$ cat src/rtl/i2c_arbiter.sv
// Round-robin arbiter sharing one i2c_master between the camera sequencer (0) and the aux/EEPROM port (1).
// Grant two ticks after a start pulse; a gap follows every transaction; a launch the master never accepts is aborted.
module i2c_arbiter #(
   parameter int GAP_TICKS      = 100,
   parameter int LAUNCH_TIMEOUT = 15
) (
   input  logic       clk,
   input  logic       reset_n,
   input  logic       clk_en,
   input  logic [1:0] req_start,
   input  logic [6:0] req_addr0,
   input  logic [6:0] req_addr1,
   input  logic       req_rw0,
   input  logic       req_rw1,
   input  logic [4:0] req_packets0,
   input  logic [4:0] req_packets1,
   input  logic [7:0] req_data0,
   input  logic [7:0] req_data1,
   output logic [1:0] req_ready,
   output logic [1:0] req_data_req,
   output logic [1:0] req_data_ready,
   output logic [7:0] req_data_out,
   output logic       m_start,
   output logic [6:0] m_addr,
   output logic       m_rw,
   output logic [4:0] m_packets,
   output logic [7:0] m_data,
   input  logic       m_ready,
   input  logic       m_data_req,
   input  logic       m_data_ready,
   input  logic [7:0] m_data_out,
   output logic [1:0] grant,
   output logic       busy,
   output logic [1:0] error
);

   localparam logic [1:0] S_IDLE   = 2'd0;
   localparam logic [1:0] S_LAUNCH = 2'd1;
   localparam logic [1:0] S_BUSY   = 2'd2;
   localparam logic [1:0] S_GAP    = 2'd3;

   localparam int LW = $clog2(LAUNCH_TIMEOUT + 1);
   localparam int GW = $clog2(GAP_TICKS + 1);
   localparam logic [LW-1:0] LCNT_LAST = LW'(LAUNCH_TIMEOUT - 1);
   localparam logic [GW-1:0] GCNT_LAST = GW'(GAP_TICKS - 1);

   logic [1:0]    r_state;
   logic [1:0]    r_pending;
   logic [1:0]    r_grant;
   logic [1:0]    r_error;
   logic          r_last;
   logic          r_m_start;
   logic [LW-1:0] r_lcnt;
   logic [GW-1:0] r_gcnt;

   logic [1:0]    w_new_req;
   logic [1:0]    w_pend_nxt;
   logic          w_win;
   logic [1:0]    w_win_mask;
   logic [1:0]    w_own_mask;

   // A requester that is already pending or owns the bus cannot queue a second start.
   assign w_new_req  = req_start & ~r_pending & ~r_grant;
   assign w_pend_nxt = r_pending | w_new_req;
   assign w_win      = (r_pending == 2'b11) ? ~r_last : r_pending[1];
   assign w_win_mask = w_win ? 2'b10 : 2'b01;
   assign w_own_mask = r_last ? 2'b10 : 2'b01;

   always_ff @(posedge clk or negedge reset_n) begin
      if (!reset_n) begin
         r_state   <= S_IDLE;
         r_pending <= 2'b00;
         r_grant   <= 2'b00;
         r_error   <= 2'b00;
         r_last    <= 1'b1;
         r_m_start <= 1'b0;
         r_lcnt    <= '0;
         r_gcnt    <= '0;
      end else if (clk_en) begin
         r_pending <= w_pend_nxt;
         case (r_state)
            S_IDLE: begin
               if (m_ready && (r_pending != 2'b00)) begin
                  r_grant   <= w_win_mask;
                  r_last    <= w_win;
                  r_m_start <= 1'b1;
                  r_lcnt    <= '0;
                  r_state   <= S_LAUNCH;
               end
            end
            S_LAUNCH: begin
               if (!m_ready) begin
                  r_m_start <= 1'b0;
                  r_state   <= S_BUSY;
               end else if (r_lcnt == LCNT_LAST) begin
                  r_error   <= r_error | w_own_mask;
                  r_pending <= w_pend_nxt & ~w_own_mask;
                  r_m_start <= 1'b0;
                  r_grant   <= 2'b00;
                  r_gcnt    <= '0;
                  r_state   <= S_GAP;
               end else begin
                  r_lcnt <= r_lcnt + LW'(1);
               end
            end
            S_BUSY: begin
               if (m_ready) begin
                  r_pending <= w_pend_nxt & ~w_own_mask;
                  r_grant   <= 2'b00;
                  r_gcnt    <= '0;
                  r_state   <= S_GAP;
               end
            end
            default: begin
               r_gcnt <= r_gcnt + GW'(1);
               if (r_gcnt == GCNT_LAST) begin
                  r_state <= S_IDLE;
               end
            end
         endcase
      end
   end

   always_comb begin
      m_addr    = 7'd0;
      m_rw      = 1'b0;
      m_packets = 5'd0;
      m_data    = 8'd0;
      if (r_grant[0]) begin
         m_addr    = req_addr0;
         m_rw      = req_rw0;
         m_packets = req_packets0;
         m_data    = req_data0;
      end else if (r_grant[1]) begin
         m_addr    = req_addr1;
         m_rw      = req_rw1;
         m_packets = req_packets1;
         m_data    = req_data1;
      end
   end

   assign req_ready      = ~r_pending & ~r_grant;
   assign req_data_req   = {2{m_data_req}} & r_grant;
   assign req_data_ready = {2{m_data_ready}} & r_grant;
   assign req_data_out   = m_data_out;
   assign m_start        = r_m_start;
   assign grant          = r_grant;
   assign busy           = (r_state != S_IDLE);
   assign error          = r_error;

endmodule
$ cat config.mk
export PLATFORM = sky130hd
export DESIGN_NAME = i2c_arbiter
export DESIGN_NICKNAME = d
export VERILOG_FILES = /design/src/rtl/i2c_arbiter.sv
export SDC_FILE = /design/constraint.sdc
export NUM_CORES = 1
export LEC_CHECK = 0
export BUFFER_PORTS_ARGS = -buffer_cell sky130_fd_sc_hd__buf_2
export CELL_PAD_IN_SITES_DETAIL_PLACEMENT = 0
export CELL_PAD_IN_SITES_GLOBAL_PLACEMENT = 1
export CORE_MARGIN = 5
export CORE_UTILIZATION = 32
export DETAILED_ROUTE_END_ITERATION = 16
export GPL_ROUTABILITY_DRIVEN = 1
export PLACE_DENSITY_LB_ADDON = 0.1
export SYNTH_ARGS = -nofsm -noshare
export SYNTH_HDL_FRONTEND = slang
export SYNTH_SLANG_ARGS = --single-unit
$ cat constraint.sdc
create_clock -name clk -period 3 [get_ports clk]
set_input_delay 0.3 -clock clk [delete_from_list [all_inputs] [get_ports clk]]
set_output_delay 0.3 -clock clk [all_outputs]
set_load 0.05 [all_outputs]
Word level (Yosys, flattened, before mapping)
Cells that the tools add are included.
{"block": "totals", "in_bits": 58, "regBits": 21, "out_inout_bits": 41, "elab_cells": 86}
{"block": "classes", "reduce_logical": 14, "n_eq_ne": 11, "n_bitwise": 13, "n_mux": 38, "n_addsub": 2}
{"op": "2-to-1 mux 7 bit", "count": 5}
{"op": "2-to-1 mux 2 bit", "count": 14}
{"op": "one-hot mux 7 bit (3 select lines)", "count": 1}
{"op": "2-to-1 mux 8 bit", "count": 2}
{"op": "AND reduction 5 bit", "count": 3}
{"op": "bitwise AND 2 bit", "count": 6}
{"op": "2-to-1 mux 4 bit", "count": 3}
{"op": "one-hot mux 2 bit (3 select lines)", "count": 2}
{"op": "2-to-1 mux 5 bit", "count": 2}
{"op": "!= test 2 bit (second input constant)", "count": 5}
{"op": "one-hot mux 4 bit (2 select lines)", "count": 1}
{"op": "AND reduction 4 bit", "count": 2}
{"op": "adder 7 x 1 -> 7 bit (second input constant)", "count": 1}
{"op": "equality test 7 bit (second input constant)", "count": 1}
{"op": "2-to-1 mux 1 bit", "count": 6}
{"op": "NOT 2 bit", "count": 3}
{"op": "AND reduction 6 bit", "count": 1}
{"op": "nonzero test 2 bit", "count": 3}
{"op": "adder 4 x 1 -> 4 bit (second input constant)", "count": 1}
{"op": "equality test 2 bit (second input constant)", "count": 2}
{"op": "equality test 4 bit (second input constant)", "count": 1}
{"op": "OR 2 bit", "count": 2}
{"op": "one-hot mux 2 bit (2 select lines)", "count": 1}
{"op": "nonzero test 4 bit", "count": 1}
{"op": "8 further kinds", "count": 9}

Logic depth before layout (Yosys ltp)
{"block": "depth", "ltp_word": 8, "depth_mapped": 8, "mapped_depth_nobuf": 6}

Least setup slack after synthesis
No wires, ideal clock.
{"block": "synth_path", "path_type": "flip-flop to output port", "startpoint": "reg r_grant[0], in the netlist grant[0]", "endpoint": "out m_addr[5]", "required_ns": 2.700, "stages_incl_launch_ff": 4, "arrival_time_ns": 2.129, "setup_slack_ns": 0.571, "n_path_buf": 2, "cell_sequence": "dfrtp_1 clkbuf_1 clkbuf_1 o21ai_0"}
{"block": "synth_between", "elab_chain_len": 1}
{"element": "start: declaration", "line": "49", "source": "logic [1:0] r_grant;"}
{"element": "start signal: assignment", "line": "84", "source": "r_grant <= w_win_mask;"}
{"element": "2-to-1 mux 7 bit", "line": "129", "source": "if (r_grant[0]) begin"}
{"element": "end: declaration", "line": "24", "source": "output logic [6:0] m_addr,"}
No other way between the ends.

Worst setup path after layout
{"block": "layout_path", "startpoint": "reg r_state[1]", "endpoint": "reg r_gcnt[5]"}
{"block": "layout_between", "elab_chain_len": 3, "elab_cells_between_ends": 9, "cone_classes": "eq/ne: 5; mux: 1; bitwise: 1; reduce/logical: 2"}
{"element": "start: declaration", "line": "47", "source": "logic [1:0] r_state;"}
{"element": "start signal: assignment", "line": "71", "source": "r_state <= S_IDLE;"}
{"element": "start signal: assignment", "line": "88", "source": "r_state <= S_LAUNCH;"}
{"element": "start signal: assignment", "line": "94", "source": "r_state <= S_BUSY;"}
{"element": "equality test 2 x 1 -> 1 bit (tied with other cells)", "line": "81", "source": "case (r_state)"}
{"element": "!= test 2 bit (no line) / NOT 1 bit (equally long branches)"}
{"element": "AND reduction 5 bit (no line)"}
{"element": "end signal: assignment", "line": "115", "source": "r_gcnt <= r_gcnt + GW'(1);"}
{"element": "end: declaration", "line": "54", "source": "logic [GW-1:0] r_gcnt;"}
Several ways; a longest one is shown, not always the timed one.
A chain may end at the register's enable or synchronous reset.

==> results by group <==
Floorplanning
  • Row count: 25
  • Die X: 80.4 um
  • Initial core utilization: 33.2%
  • Num ports: 99
  • Die area: 6470 um2
  • Core area: 4790 um2
  • Chip height: 80.4 um

Worst setup path
  • Crit path launch: r_state[1]$_DFFE_PN0P_
  • Worst-path maximum fanout: 14
  • CP arrival: 2.34 ns
  • Reg-to-reg startpoint: r_state[1]$_DFFE_PN0P_
  • Crit end category: flop
  • CP Data Required Time: 3.15 ns
  • CP startpoint kind: flop
  • Worst Setup Path Type: reg2reg

Route
  • Final wirelength: 4.78 mm
  • DRC: 0
  • DRT iter0 DRCs: 61
  • DR vias: 1523
  • WL/cell: 15.4 um
  • TritonRoute pass-1 iters: 4
  • Vias per Instance: 4.91
  • Final ANT Viol Nets: 0

Timing
  • Slew Limit Fails: 0
  • Tmin final: 2.19 ns
  • Hold Violations, Final: 0
  • Setup_tns: 0 ns
  • Post-route clock period utilization: 73.0%
  • Unrepaired setup endpoints after global routing: no
  • Peak Freq: 0.457 GHz
  • Max-slew headroom: 59.9%
  • Final setup vio count: 0
  • Clk_skew: 0.00523 ns
  • Slew @ Worst Pin: 0.602 ns
  • Final setup margin: 0.810 ns

Logic synthesis
  • Synthesis warning total: 0
  • Yosys reg bits: 21
  • Netlist Area Pre-Place: 1590 um2
  • Yosys cell types: 46
  • Syn Area/Cell: 9.13 um2
  • Register area share after synthesis: 33.2%
  • Synth Instances: 174
  • Post-synth net total: 239

Global routing
  • Global Route met1 Usage: 18.0%
  • Routing usage on met3: 4.60%
  • First-pass GRT wire length: 7.31 mm
  • Total GRT Usage: 14.1%
  • Routing usage on met2: 23.1%
  • Vias in the first global route: 1433
  • GR peak layer: met2
  • Pin count of the biggest net entering global routing: 22
  • Antenna violations before repair: 0
  • Total gr overflow: 0

CTS
  • # resized after CTS: 0
  • Cts bufs inserted: 3
  • # H-tree levels: 1
  • Maximum clock path buffer count: 2
  • Clock latency at the later pin of the worst-skew pair: 0.27 ns
  • CTS clock-pin slew for the worst setup and hold paths: 0.08 ns
  • CTS tree: built
  • Root Buffer: clkbuf_8
  • Clock Sinks: 21

Placement
  • HPWL reported at the end of detailed placement: 3.80 mm
  • Dpl ws: 0.845 ns
  • Number of port buffers: 82
  • Final Wtd Congestion: 0.730

Run
  • Maxcap violations: 0

Final layout
  • Util after Layout: 42.5%
  • Nets: 309
  • Antenna Cells: 0
  • Syn-to-layout area delta: 28.0%
  • Most frequent cells in the layout: 82 x buf_2, 22 x a22o_1, 20 x dfrtp_1
  • Share of cells above drive strength 1: 40.7%
  • Commonest non-fill, non-tap cell in the layout: buf_2

Pwr
  • PD cells: 1120 nW/um2
  • Worst-case vdd ir drop: 0.382 mV
  • LEAKAGE: 1.07 nW

Outcome
  • Outcome: completed

Worst hold path
  • Worst min path class: in2reg
  • HP Start: req_start[1]
==> through the flow <==
| stage | cells | power [mW] | hold slack (ns) | area, um2 |
|---|---|---|---|---|
| final | 310 | 2.27 | 0.334 | 2030 |
| after global routing | 310 | 2.43 | 0.341 | 2030 |
| after CTS | 310 | 2.29 | 0.331 | 2030 |
| after detailed placement | 305 | 2.09 | 0.293 | 1980 |
| after global placement | 305 | 2.10 | 0.295 | 1980 |
| after floorplan | 174 | 1.77 | 0.00441 | 1590 |
==> critical path: stages (launching register included) <==
cell       delay [ns]
dfrtp_1          0.41
inv_1            0.09
ha_1             0.43
inv_1            0.20
o2111ai_2        0.57
nor4_1           0.10
a221o_1          0.27
==> routing by layer <==
layer / share of wire, % / vias up / wire length (um)
li1: - / 778 / -
met1: 44 / 689 / 2120
met2: 48 / 50 / 2280
met3: 7.3 / 6 / 349
met4: 0.67 / 0 / 32
met5: 0 / - / 0
==> cell usage after synthesis (all sizes together) <==
| master | instances | area, um2 |
|---|---|---|
| nor2b | 3 | 18.8 |
| a21oi | 6 | 30.0 |
| clkbuf | 6 | 22.5 |
| and3 | 2 | 12.5 |
| a31o | 2 | 17.5 |
| xor2 | 1 | 8.76 |
| or3b | 1 | 8.76 |
| and2 | 4 | 25.0 |
| a221o | 3 | 30.0 |
| nor3b | 1 | 7.51 |
| nor2 | 9 | 33.8 |
| nor4 | 4 | 25.0 |
| or2 | 2 | 12.5 |
| a22o | 22 | 193 |
| nand4 | 3 | 18.8 |
| mux2 | 3 | 37.5 |
| o31ai | 2 | 15.0 |
| mux2i | 1 | 10.0 |
| inv | 10 | 37.5 |
| dfstp | 1 | 26.3 |
| nand3b | 1 | 7.51 |
| nand3 | 5 | 25.0 |
| o21ai | 5 | 25.0 |
| o2111ai | 1 | 15.0 |
| buf | 14 | 98.8 |
| nand2b | 2 | 12.5 |
| nor3 | 3 | 15.0 |
| o22ai | 2 | 12.5 |
| dfrtp | 20 | 500 |
| o311a | 1 | 10.0 |
| o211a | 2 | 20.0 |
| or3 | 1 | 6.26 |
| a21o | 2 | 15.0 |
| nor4b | 1 | 8.76 |
| ha | 7 | 87.6 |
| nand2 | 13 | 56.3 |
| a2111oi | 1 | 27.5 |
| o21bai | 2 | 15.0 |
| a31oi | 2 | 12.5 |
| nand4b | 1 | 8.76 |
| o221ai | 1 | 8.76 |
| a211o | 1 | 8.76 |
==> cell families (layout without fill, tap and decap cells) <==
group	count (synthesis)	in the layout	share of synthesized area, %
XOR/XNOR	1	1	0.552
adder cells (fa/ha/maj)	7	7	5.52
AO/OA/AOI/OAI	55	55	28.7
multiplexers	4	4	2.99
AND/OR/NAND/NOR	56	56	19.1
buffers and inverters	30	99	10.0
flip-flops	21	21	33.2
==> timing repair <==
action | CTS | global route
setup buffers | 0 | 0
hold buffers | 1 | 0
endpoints found under the hold margin | 18 | 0
==> flip-flops by register name, summed over array words and instances, names as in the netlist <==
| register | count |
|---|---|
| grant | 2 |
| error | 2 |
| r_lcnt | 4 |
| r_last | 1 |
| r_state | 2 |
| r_gcnt | 7 |
| r_pending | 2 |
| m_start | 1 |
==> power breakdown <==
| group | internal [mW] | switching, mW |
|---|---|---|
| Combinational | 0.493 | 1.06 |
| Sequential | 0.389 | 0.140 |
| Clock | 0.0928 | 0.100 |
| Total | 0.975 | 1.30 |
==> final timing paths <==
path | end | slack, ns | cells after the start
worst max register to register | r_gcnt[5]$_DFFE_PN0P_ | 0.81 | 6
worst max-delay path | r_gcnt[5]$_DFFE_PN0P_ | 0.81 | 6
worst min register to register | error[1]$_DFFE_PN0P_ | 0.48 | 1
max in group asynchronous | r_last$_DFFE_PN1P_ | 2.13 | 2
min in group asynchronous | r_lcnt[2]$_DFFE_PN0P_ | 0.52 | 2
worst min-delay path | r_pending[1]$_DFFE_PN0P_ | 0.33 | 3
==> cell type report <==
cell class | instances | area [um2]
repair buffers | 85 | 435
multi-input cells | 123 | 902
clock buffers | 3 | 41.3
well taps | 67 | 83.8
clock inverters | 1 | 5.00
inverters | 10 | 37.5
flip-flops and latches | 21 | 527
fillers | 506 | 2750
No activity file was read; power rests on OpenSTA's default activity.
